[src/rtl/mcu_link_pkg.sv]
`default_nettype none
// +----------------------------------------------------------------------------+
// | Module   : mcu_link_pkg                                                    |
// | Purpose  : Shared opcodes, frame lengths, power-on codes, FSM state types  |
// |            and byte builders for the FPGA<->MCU UART link responder.       |
// | Revision : 1.0 - initial release                                           |
// +----------------------------------------------------------------------------+
package mcu_link_pkg;

   // Opcode nibbles carried in byte[7:4] of the first byte of every frame
   localparam logic [3:0] OP_ACK     = 4'h1;
   localparam logic [3:0] OP_STAGE   = 4'h2;
   localparam logic [3:0] OP_VERSION = 4'h3;
   localparam logic [3:0] OP_IP      = 4'h4;
   localparam logic [3:0] OP_STATUS  = 4'h5;
   localparam logic [3:0] OP_POWERON = 4'h6;

   // Total frame lengths in bytes, opcode byte included
   localparam int IP_LEN  = 17;
   localparam int VER_LEN = 9;

   // Low two bits of a power-on report byte
   localparam logic [1:0] PWR_ON  = 2'b01;
   localparam logic [1:0] PWR_OFF = 2'b10;

   typedef enum logic [1:0] {
      RX_IDLE = 2'd0,
      RX_VER  = 2'd1,
      RX_IP   = 2'd2
   } rx_state_t;

   typedef enum logic {
      TX_IDLE = 1'b0,
      TX_WAIT = 1'b1
   } tx_state_t;

   function automatic logic [7:0] status_byte(input logic [1:0] s, input logic pa, input logic aa);
      return {OP_STATUS, s, pa, aa};
   endfunction

   function automatic logic [7:0] poweron_byte(input logic on);
      return {OP_POWERON, 2'b00, (on ? PWR_ON : PWR_OFF)};
   endfunction

endpackage
`default_nettype wire

[src/rtl/mcu_link_tx_sched.sv]
`default_nettype none
// +----------------------------------------------------------------------------+
// | Module   : mcu_link_tx_sched                                               |
// | Purpose  : Pending-flag set, fixed-priority byte selection and one-byte-   |
// |            at-a-time handshake with the external UART transmitter.         |
// |            MCU_LINK_ACK_EN adds a lowest-priority ACK (0x10) flag.         |
// | Revision : 1.0 - initial release                                           |
// +----------------------------------------------------------------------------+
module mcu_link_tx_sched
   import mcu_link_pkg::*;
(
   input  logic       clk,
   input  logic       rst,
   input  logic       req_status,
   input  logic       req_push,
   input  logic       req_poweron,
   input  logic       req_ack,
   input  logic [1:0] slot,
   input  logic       power_amplifier,
   input  logic       audio_amplifier,
   input  logic       poweron,
   input  logic       tx_active,
   input  logic       tx_done,
   output logic       tx_dv,
   output logic [7:0] tx_byte
);

   tx_state_t r_state;
   logic      r_pend_status;
   logic      r_pend_push;
   logic      r_pend_poweron;
`ifdef MCU_LINK_ACK_EN
   logic      r_pend_ack;
`else
   logic      w_unused_ack;
   assign w_unused_ack = req_ack;
`endif

   // Latch requests, launch the highest-priority pending byte, wait for tx_done.
   // A flag cleared at launch is re-armed if a fresh request lands that same cycle.
   always_ff @(posedge clk or posedge rst) begin
      if (rst) begin
         r_state        <= TX_IDLE;
         r_pend_status  <= 1'b0;
         r_pend_push    <= 1'b0;
         r_pend_poweron <= 1'b0;
`ifdef MCU_LINK_ACK_EN
         r_pend_ack     <= 1'b0;
`endif
         tx_dv          <= 1'b0;
         tx_byte        <= 8'h00;
      end else begin
         tx_dv <= 1'b0;
         if (req_status)  r_pend_status  <= 1'b1;
         if (req_push)    r_pend_push    <= 1'b1;
         if (req_poweron) r_pend_poweron <= 1'b1;
`ifdef MCU_LINK_ACK_EN
         if (req_ack)     r_pend_ack     <= 1'b1;
`endif
         case (r_state)
            TX_IDLE: begin
               if (!tx_active) begin
                  if (r_pend_status || r_pend_push) begin
                     tx_byte       <= status_byte(slot, power_amplifier, audio_amplifier);
                     tx_dv         <= 1'b1;
                     r_pend_status <= req_status;
                     r_pend_push   <= req_push;
                     r_state       <= TX_WAIT;
                  end else if (r_pend_poweron) begin
                     tx_byte        <= poweron_byte(poweron);
                     tx_dv          <= 1'b1;
                     r_pend_poweron <= req_poweron;
                     r_state        <= TX_WAIT;
                  end
`ifdef MCU_LINK_ACK_EN
                  else if (r_pend_ack) begin
                     tx_byte    <= {OP_ACK, 4'h0};
                     tx_dv      <= 1'b1;
                     r_pend_ack <= req_ack;
                     r_state    <= TX_WAIT;
                  end
`endif
               end
            end
            TX_WAIT: begin
               if (tx_done) r_state <= TX_IDLE;
            end
            default: r_state <= TX_IDLE;
         endcase
      end
   end

endmodule
`default_nettype wire

[src/rtl/mcu_link_responder.sv]
`default_nettype none
// +----------------------------------------------------------------------------+
// | Module   : mcu_link_responder                                              |
// | Purpose  : MCU-side endpoint of the FPGA<->MCU UART link. Parses inbound   |
// |            frames into registers, answers requests and pushes local key    |
// |            status changes. Optional macro MCU_LINK_ACK_EN enables ACKs.    |
// | Revision : 1.0 - initial release                                           |
// +----------------------------------------------------------------------------+
module mcu_link_responder
   import mcu_link_pkg::*;
#(
   parameter int         TIMEOUT_CYCLES = 1228800,
   parameter logic [1:0] RST_SLOT       = 2'd0,
   parameter logic       RST_POWERON    = 1'b0
)(
   input  logic        clk,
   input  logic        rst,
   input  logic        rx_dv,
   input  logic [7:0]  rx_byte,
   output logic        tx_dv,
   output logic [7:0]  tx_byte,
   input  logic        tx_active,
   input  logic        tx_done,
   input  logic        local_set,
   input  logic [1:0]  local_slot,
   input  logic        local_pa,
   input  logic        local_aa,
   output logic [31:0] ip,
   output logic        ip_valid,
   output logic [63:0] fw_version,
   output logic [3:0]  fw_type,
   output logic        version_valid,
   output logic [3:0]  stage,
   output logic        stage_stb,
   output logic [1:0]  slot,
   output logic        power_amplifier,
   output logic        audio_amplifier,
   output logic        status_stb,
   output logic        poweron,
   output logic        poweron_stb,
   output logic        frame_error
);

   localparam int              TW           = $clog2(TIMEOUT_CYCLES + 1);
   localparam logic [TW-1:0]   C_TIMER_LAST = TW'(TIMEOUT_CYCLES - 1);
   localparam logic [3:0]      C_IP_LAST    = 4'(IP_LEN - 2);
   localparam logic [3:0]      C_VER_LAST   = 4'(VER_LEN - 2);

   rx_state_t     r_rx_state;
   logic [3:0]    r_cnt;
   logic [TW-1:0] r_timer;
   logic [31:0]   r_ip_shadow;
   logic [63:0]   r_ver_shadow;
   logic          r_pad_bad;
   logic          r_req_status;
   logic          r_req_poweron;
   logic          r_req_push;
   logic          r_req_ack;

   logic [3:0]    w_op;
   logic [3:0]    w_arg;
   assign w_op  = rx_byte[7:4];
   assign w_arg = rx_byte[3:0];

   // Inbound frame parser; local key updates are applied last so they win a tie.
   always_ff @(posedge clk or posedge rst) begin
      if (rst) begin
         r_rx_state      <= RX_IDLE;
         r_cnt           <= 4'd0;
         r_timer         <= '0;
         r_ip_shadow     <= 32'h0;
         r_ver_shadow    <= 64'h0;
         r_pad_bad       <= 1'b0;
         r_req_status    <= 1'b0;
         r_req_poweron   <= 1'b0;
         r_req_push      <= 1'b0;
         r_req_ack       <= 1'b0;
         ip              <= 32'h0;
         ip_valid        <= 1'b0;
         fw_version      <= 64'h0;
         fw_type         <= 4'h0;
         version_valid   <= 1'b0;
         stage           <= 4'h0;
         stage_stb       <= 1'b0;
         slot            <= RST_SLOT;
         power_amplifier <= 1'b0;
         audio_amplifier <= 1'b0;
         status_stb      <= 1'b0;
         poweron         <= RST_POWERON;
         poweron_stb     <= 1'b0;
         frame_error     <= 1'b0;
      end else begin
         stage_stb     <= 1'b0;
         status_stb    <= 1'b0;
         poweron_stb   <= 1'b0;
         frame_error   <= 1'b0;
         r_req_status  <= 1'b0;
         r_req_poweron <= 1'b0;
         r_req_push    <= 1'b0;
         r_req_ack     <= 1'b0;
         case (r_rx_state)
            RX_IDLE: begin
               r_timer <= '0;
               r_cnt   <= 4'd0;
               if (rx_dv) begin
                  case (w_op)
                     OP_STAGE: begin
                        stage     <= w_arg;
                        stage_stb <= 1'b1;
                        r_req_ack <= 1'b1;
                     end
                     OP_VERSION: begin
                        fw_type    <= w_arg;
                        r_rx_state <= RX_VER;
                     end
                     OP_IP: begin
                        if (w_arg == 4'h0) begin
                           r_pad_bad  <= 1'b0;
                           r_rx_state <= RX_IP;
                        end else begin
                           frame_error <= 1'b1;
                        end
                     end
                     OP_STATUS: begin
                        if (w_arg == 4'h0) begin
                           r_req_status <= 1'b1;
                        end else begin
                           slot            <= w_arg[3:2];
                           power_amplifier <= w_arg[1];
                           audio_amplifier <= w_arg[0];
                           status_stb      <= 1'b1;
                           r_req_ack       <= 1'b1;
                        end
                     end
                     OP_POWERON: begin
                        case (w_arg)
                           4'h0: r_req_poweron <= 1'b1;
                           4'h1: begin
                              poweron     <= 1'b1;
                              poweron_stb <= 1'b1;
                              r_req_ack   <= 1'b1;
                           end
                           4'h2: begin
                              poweron     <= 1'b0;
                              poweron_stb <= 1'b1;
                              r_req_ack   <= 1'b1;
                           end
                           default: frame_error <= 1'b1;
                        endcase
                     end
                     default: frame_error <= 1'b1;
                  endcase
               end
            end
            RX_VER, RX_IP: begin
               if (rx_dv) begin
                  r_timer <= '0;
                  r_cnt   <= r_cnt + 4'd1;
                  if (r_rx_state == RX_VER) begin
                     r_ver_shadow <= {r_ver_shadow[55:0], rx_byte};
                     if (r_cnt == C_VER_LAST) begin
                        fw_version    <= {r_ver_shadow[55:0], rx_byte};
                        version_valid <= 1'b1;
                        r_req_ack     <= 1'b1;
                        r_rx_state    <= RX_IDLE;
                     end
                  end else begin
                     if (r_cnt < 4'd4) r_ip_shadow <= {r_ip_shadow[23:0], rx_byte};
                     if (r_cnt == C_IP_LAST) begin
                        r_rx_state <= RX_IDLE;
                        if (r_pad_bad || (rx_byte != 8'h00)) begin
                           frame_error <= 1'b1;
                        end else begin
                           ip        <= r_ip_shadow;
                           ip_valid  <= 1'b1;
                           r_req_ack <= 1'b1;
                        end
                     end else if ((r_cnt >= 4'd4) && (rx_byte != 8'h00)) begin
                        r_pad_bad <= 1'b1;
                     end
                  end
               end else if (r_timer == C_TIMER_LAST) begin
                  frame_error <= 1'b1;
                  r_rx_state  <= RX_IDLE;
               end else begin
                  r_timer <= r_timer + 1'b1;
               end
            end
            default: r_rx_state <= RX_IDLE;
         endcase
         if (local_set) begin
            slot            <= local_slot;
            power_amplifier <= local_pa;
            audio_amplifier <= local_aa;
            status_stb      <= 1'b1;
            r_req_push      <= 1'b1;
         end
      end
   end

   mcu_link_tx_sched u_tx_sched (
      .clk             (clk),
      .rst             (rst),
      .req_status      (r_req_status),
      .req_push        (r_req_push),
      .req_poweron     (r_req_poweron),
      .req_ack         (r_req_ack),
      .slot            (slot),
      .power_amplifier (power_amplifier),
      .audio_amplifier (audio_amplifier),
      .poweron         (poweron),
      .tx_active       (tx_active),
      .tx_done         (tx_done),
      .tx_dv           (tx_dv),
      .tx_byte         (tx_byte)
   );

endmodule
`default_nettype wire

[config.mk]
export PLATFORM = sky130hd
export DESIGN_NAME = mcu_link_responder
export DESIGN_NICKNAME = d
export VERILOG_FILES = /design/src/rtl/mcu_link_pkg.sv /design/src/rtl/mcu_link_tx_sched.sv /design/src/rtl/mcu_link_responder.sv
export SDC_FILE = /design/constraint.sdc
export NUM_CORES = 1
export LEC_CHECK = 0
export BUFFER_PORTS_ARGS = -buffer_cell sky130_fd_sc_hd__buf_2
export CORE_MARGIN = 1
export CORE_UTILIZATION = 25
export CTS_CLUSTER_DIAMETER = 80
export DETAILED_ROUTE_END_ITERATION = 10
export GPL_TIMING_DRIVEN = 0
export HOLD_SLACK_MARGIN = 0.02
export REMOVE_ABC_BUFFERS = 1
export SLEW_MARGIN = 20
export SYNTH_ARGS = -nofsm -noshare
export SYNTH_HDL_FRONTEND = slang
export SYNTH_HIERARCHICAL = 1
export SYNTH_SLANG_ARGS = --single-unit
[constraint.sdc]
create_clock -name clk -period 10.56 [get_ports clk]
set_clock_uncertainty 0.05 [all_clocks]
set_input_delay 2.112 -clock clk [delete_from_list [all_inputs] [get_ports clk]]
set_output_delay 2.112 -clock clk [all_outputs]
set_load 0.02 [all_outputs]
Word-level counts from Yosys, hierarchy flattened
Cells that the tools add are included.

Bits in registers: 247. Input bits: 18.

$add $sub $neg: 2. $lt $le $gt $ge: 2. Eq/ne operators: 26. Multiplexer cells: 89. Bitwise logic cells: 4. Reductions and logical operators: 29.

Operators with widths (number): two-way mux 1 bit (62); two-way mux 21 bit (2); one-hot mux 21 bit (2 select lines) (1); two-way mux 2 bit (13); adder 21 x 1 -> 21 bit, second input constant (1); equality test 21 bit, second input constant (1); equality test 4 x 3 -> 1 bit, second input constant (4); two-way mux 8 bit (2); AND reduction 4 bit (4); inequality test 2 bit, second input constant (7); equality test 4 x 2 -> 1 bit, second input constant (3); AND reduction 3 bit (4); nonzero test 2 bit (6); inequality test 3 bit, second input constant (3); inequality test 4 bit, second input constant (2); one-hot mux 1 bit (2 select lines) (4); one-hot mux 2 bit (2 select lines) (2); one-hot mux 4 bit (2 select lines) (1); AND reduction 8 bit (1); nonzero test 8 bit (1); AND reduction 6 bit (1); OR reduction 3 bit (2); AND reduction 5 bit (1); adder 4 x 1 -> 4 bit, second input constant (1); 17 further kinds (23).

Longest topological paths before layout
Depth after elaboration: 7. Gate-level depth with buffers: 8.

Modules after synthesis
Netlist, hierarchy kept.

Modules (own cells, without submodules): mcu_link_responder (times used 1, cells an instance 685, area an instance 9714.3 sq um); mcu_link_tx_sched (times used 1, cells an instance 39, area an instance 494.2 sq um).

Worst setup path before layout
Ideal clock, no wire load.

Kind: in2reg. Start: input rx_byte[2]. End: register ip[10]. Library setup time: 0.125 ns. Data arrival time: 3.555 ns. Required time: 10.385 ns. Setup slack: 6.830 ns. Stages: 7. Path buffers: 2. Cell sequence: buf_2 > nor4_4 > nand3_2 > nor2_1 > nand2_2 > buf_6 > mux2_4.

Longest elaborated chain between the ends: 4.

RTL lines: start, declared (RTL line mcu_link_responder.sv:19) `input logic [7:0] rx_byte,`; nonzero test 8 bit (RTL line mcu_link_responder.sv:171) `if (r_pad_bad || (rx_byte != 8'h00)) begin`; logical OR 1 bit (RTL line mcu_link_responder.sv:171); NOT 1 bit (no source line); AND reduction 5 bit (no source line); end signal, assigned (RTL line mcu_link_responder.sv:174) `ip <= r_ip_shadow;`; end, declared (RTL line mcu_link_responder.sv:28) `output logic [31:0] ip,`.

Every way passes these cells. A chain may end at the register's enable or synchronous reset.

Final worst setup path
Start: input rx_dv. End: register fw_version[50].

Longest elaborated chain between the ends: 1.

RTL lines: start, declared (RTL line mcu_link_responder.sv:18) `input logic rx_dv,`; AND reduction 4 bit (no source line); end signal, assigned (RTL line mcu_link_responder.sv:162) `fw_version <= {r_ver_shadow[55:0], rx_byte};`; end, declared (RTL line mcu_link_responder.sv:30) `output logic [63:0] fw_version,`.

Every way passes these cells.

==> impl_metrics.prom <==
# TYPE chip_impl_metric gauge
chip_impl_metric{name="clock_tree.buffer_depth",unit=""} 3
chip_impl_metric{name="portBuffers",unit=""} 140
chip_impl_metric{name="syn_inst",unit=""} 716
chip_impl_metric{name="initialDrtViolationCount",unit=""} 217
chip_impl_metric{name="worst-path-max-fanout",unit=""} 28
chip_impl_metric{name="overflow",unit=""} 0
chip_impl_metric{name="syn_to_final_growth",unit="%"} 23.4
chip_impl_metric{name="numClockSinks",unit=""} 246
chip_impl_info{name="startpoint_type",value="input port"} 1
chip_impl_metric{name="drt.antenna.violating_nets",unit=""} 0
chip_impl_metric{name="timing_max_transition_violations_final",unit=""} 0
chip_impl_metric{name="drt_pass1_iterations",unit=""} 4
chip_impl_metric{name="filler_cell_count",unit=""} 3947
chip_impl_metric{name="dp.final_hpwl",unit="um"} 14900
chip_impl_metric{name="drc_errors",unit=""} 0
chip_impl_metric{name="timing_hold_violations_final",unit=""} 0
chip_impl_metric{name="setup_viol",unit=""} 0
chip_impl_metric{name="worstMarginPinSlew",unit="ps"} 677
chip_impl_metric{name="cp_data_arrival_time",unit="ps"} 4500
chip_impl_metric{name="layout_min_cycle_time",unit="ps"} 4120
chip_impl_metric{name="detailroute.via_count",unit=""} 6191
chip_impl_info{name="worst_setup_ep_type",value="flop"} 1
chip_impl_metric{name="power.density_cell_area",unit="nW/um^2"} 230
chip_impl_info{name="tritoncts",value="done"} 1
chip_impl_info{name="worst-setup-path-type",value="input port to flop"} 1
chip_impl_metric{name="layout_cell_share_with_drive_strength_beyond_1",unit="%"} 48.0
chip_impl_metric{name="vias_cell",unit=""} 4.39
chip_impl_metric{name="core-area",unit="sq um"} 39900
chip_impl_metric{name="detail_route.wirelength",unit="um"} 21700
chip_impl_metric{name="slew_hr",unit="%"} 54.5
chip_impl_metric{name="post_cts.repair.setup_buffers",unit=""} 0
chip_impl_metric{name="maxClockFrequency",unit="MHz"} 243
chip_impl_metric{name="timing.final.crit_share",unit="%"} 39.0
chip_impl_metric{name="floorplan.initialDensity",unit="%"} 25.4
chip_impl_metric{name="detail_route.wl_per_cell",unit="um"} 15.4
chip_impl_metric{name="seqPwrFrac",unit="%"} 44.4
chip_impl_metric{name="max_cap_violations",unit=""} 0
chip_impl_metric{name="grt_pass1_wl",unit="um"} 34900
chip_impl_metric{name="clock_tree.htree_level_count",unit=""} 1
chip_impl_info{name="status",value="complete, no violations"} 1
chip_impl_metric{name="clock_power_share",unit="%"} 35.5
chip_impl_metric{name="num_rows",unit=""} 73
chip_impl_info{name="rsz0062_at_grt",value="false"} 1
chip_impl_metric{name="power.share.combinational",unit="%"} 20.1
chip_impl_metric{name="swShare",unit="%"} 28.9
chip_impl_metric{name="synth-warning-count",unit=""} 6
chip_impl_metric{name="net_switching_component_of_the_power",unit="mW"} 0.832
chip_impl_metric{name="timing.final.ws_setup",unit="ps"} 6440
chip_impl_metric{name="num-nets-final",unit=""} 884
chip_impl_metric{name="worst_skew_late_latency",unit="ps"} 570
chip_impl_metric{name="syn_avg_cell_area",unit="sq um"} 14.2
chip_impl_metric{name="preCtsSetupSlack",unit="ps"} 5810
chip_impl_metric{name="grt_pass1_vias",unit=""} 6130
chip_impl_metric{name="worst_ir_drop_vdd",unit="mV"} 0.101
chip_impl_metric{name="path_clk_slew",unit="ps"} 60
chip_impl_metric{name="overall_die_area",unit="sq um"} 41400
chip_impl_metric{name="totalNegativeSetupSlack",unit="ps"} 0
chip_impl_info{name="clock_tree.root_cell",value="clkbuf_16"} 1
chip_impl_metric{name="timing.critical_path.required",unit="ps"} 10940
chip_impl_metric{name="grt_usage",unit="%"} 10.5
chip_impl_metric{name="die-width",unit="um"} 203
chip_impl_metric{name="internal_power",unit="mW"} 2.05
chip_impl_metric{name="cts_buffers",unit=""} 30
chip_impl_metric{name="postCtsResizedCells",unit=""} 0
chip_impl_metric{name="routability_driven_placement_congestion_ratio",unit=""} 0.759
chip_impl_metric{name="cellLeakagePower",unit="nW"} 6.18
chip_impl_info{name="timing.hold.worst.class",value="flop to flop"} 1
chip_impl_metric{name="antenna_found_initial",unit=""} 1
chip_impl_metric{name="die_h",unit="um"} 203
chip_impl_metric{name="io-pin-count",unit=""} 142
chip_impl_metric{name="grt_start_max_net_pins",unit=""} 102
chip_impl_metric{name="post_synthesis_instance_area",unit="sq um"} 10100
chip_impl_metric{name="cts_hold_buf",unit=""} 0
state kept, by name, indices dropped and copies added (netlist names), 4 cells and up:
signal and flops:
u_tx_sched/tx_byte 7, r_cnt 4, r_ip_shadow 32, r_ver_shadow 56
fw_version 64, r_timer 21, ip 32, stage 4
fw_type 4
per-layer routing:
metal  share of wire [%]  global-route usage (%)  vias to the layer above
met5               0.055                       0                        -
met2                  47                    16.9                      141
met4                 2.1                    2.98                        2
li1                    -                       -                     2849
met3                 5.2                    2.30                       40
met1                  46                    14.1                     3159
critical path, cell delays in order:
cell and delay, ps:
buf_2 260, nand3_4 430, nor3_2 700, buf_6 230, buf_4 200, buf_4 210
mux2_2 350
power by group through the flow:
stage               sequential [mW]  clock, mW  combinational [mW]
detailed placement             1.30          0               0.586
finish                         1.28       1.02               0.578
global placement               1.29          0               0.562
CTS                            1.28       1.06               0.589
global route                   1.31       1.10               0.633
floorplan                      1.29          0               0.398
metrics by stage:
step           std cells  util [%]  power, mW  instance area (sq um)  hold slack (ps)
6_report            1409      31.4       2.88                  12500              379
5_1_grt             1408      31.4       3.05                  12500              400
4_1_cts             1408      31.4       2.93                  12500              385
3_5_place_dp        1354      28.9       1.89                  11500              365
3_3_place_gp        1339      28.3       1.85                  11300              365
2_1_floorplan        674         -       1.69                   9930              354
final cells by class:
type,instances,area [sq um],area share (%)
Clock inverter,14,153,1.22
Clock buffer,40,848,6.77
Inverter,15,63.8,0.510
Timing Repair Buffer,155,888,7.09
Tap cell,525,657,5.25
Sequential cell,246,6160,49.2
Antenna cell,1,2.50,0.0200
Multi-Input combinational cell,413,3750,30.0
path summary, 6_finish.rpt:
| path | startpoint | to | slack, ps | depth (start not counted) |
|---|---|---|---|---|
| setup / recovery | rx_dv | fw_version[50]$_DFFE_PP0P_ | 6440 | 7 |
| hold / removal | r_req_status$_DFF_PP0_ | u_tx_sched/r_pend_status$_DFF_PP0_ | 380 | 1 |
| setup reg to reg | r_rx_state[0]$_DFFE_PP0P_ | fw_version[50]$_DFFE_PP0P_ | 7090 | 8 |
| hold reg to reg | r_req_status$_DFF_PP0_ | u_tx_sched/r_pend_status$_DFF_PP0_ | 380 | 1 |
| max in group asynchronous | rst | r_ver_shadow[5]$_DFFE_PP0P_ | 8030 | 3 |
| min in group asynchronous | rst | ip[0]$_DFFE_PP0P_ | 1530 | 2 |
placed cells by master (no fill, tap or decap), types with 5 or more instances in the layout:
master     instances
dfrtp_1          246
mux2_2           168
buf_2            140
mux2_4            30
clkbuf_16         30
nand2_1           27
nor2_1            21
o21ai_0           15
inv_1             14
a21oi_1           14
nand4_1           11
nand2b_1          10
nand3_1           10
or4_1              9
buf_4              7
o211ai_1           6
a31oi_1            6
o31ai_1            6
clkbuf_8           6
clkinv_2           6
or2_2              5
mux2i_1            5
ha_1               5
Note: power is estimated with default switching activity, not from simulation.
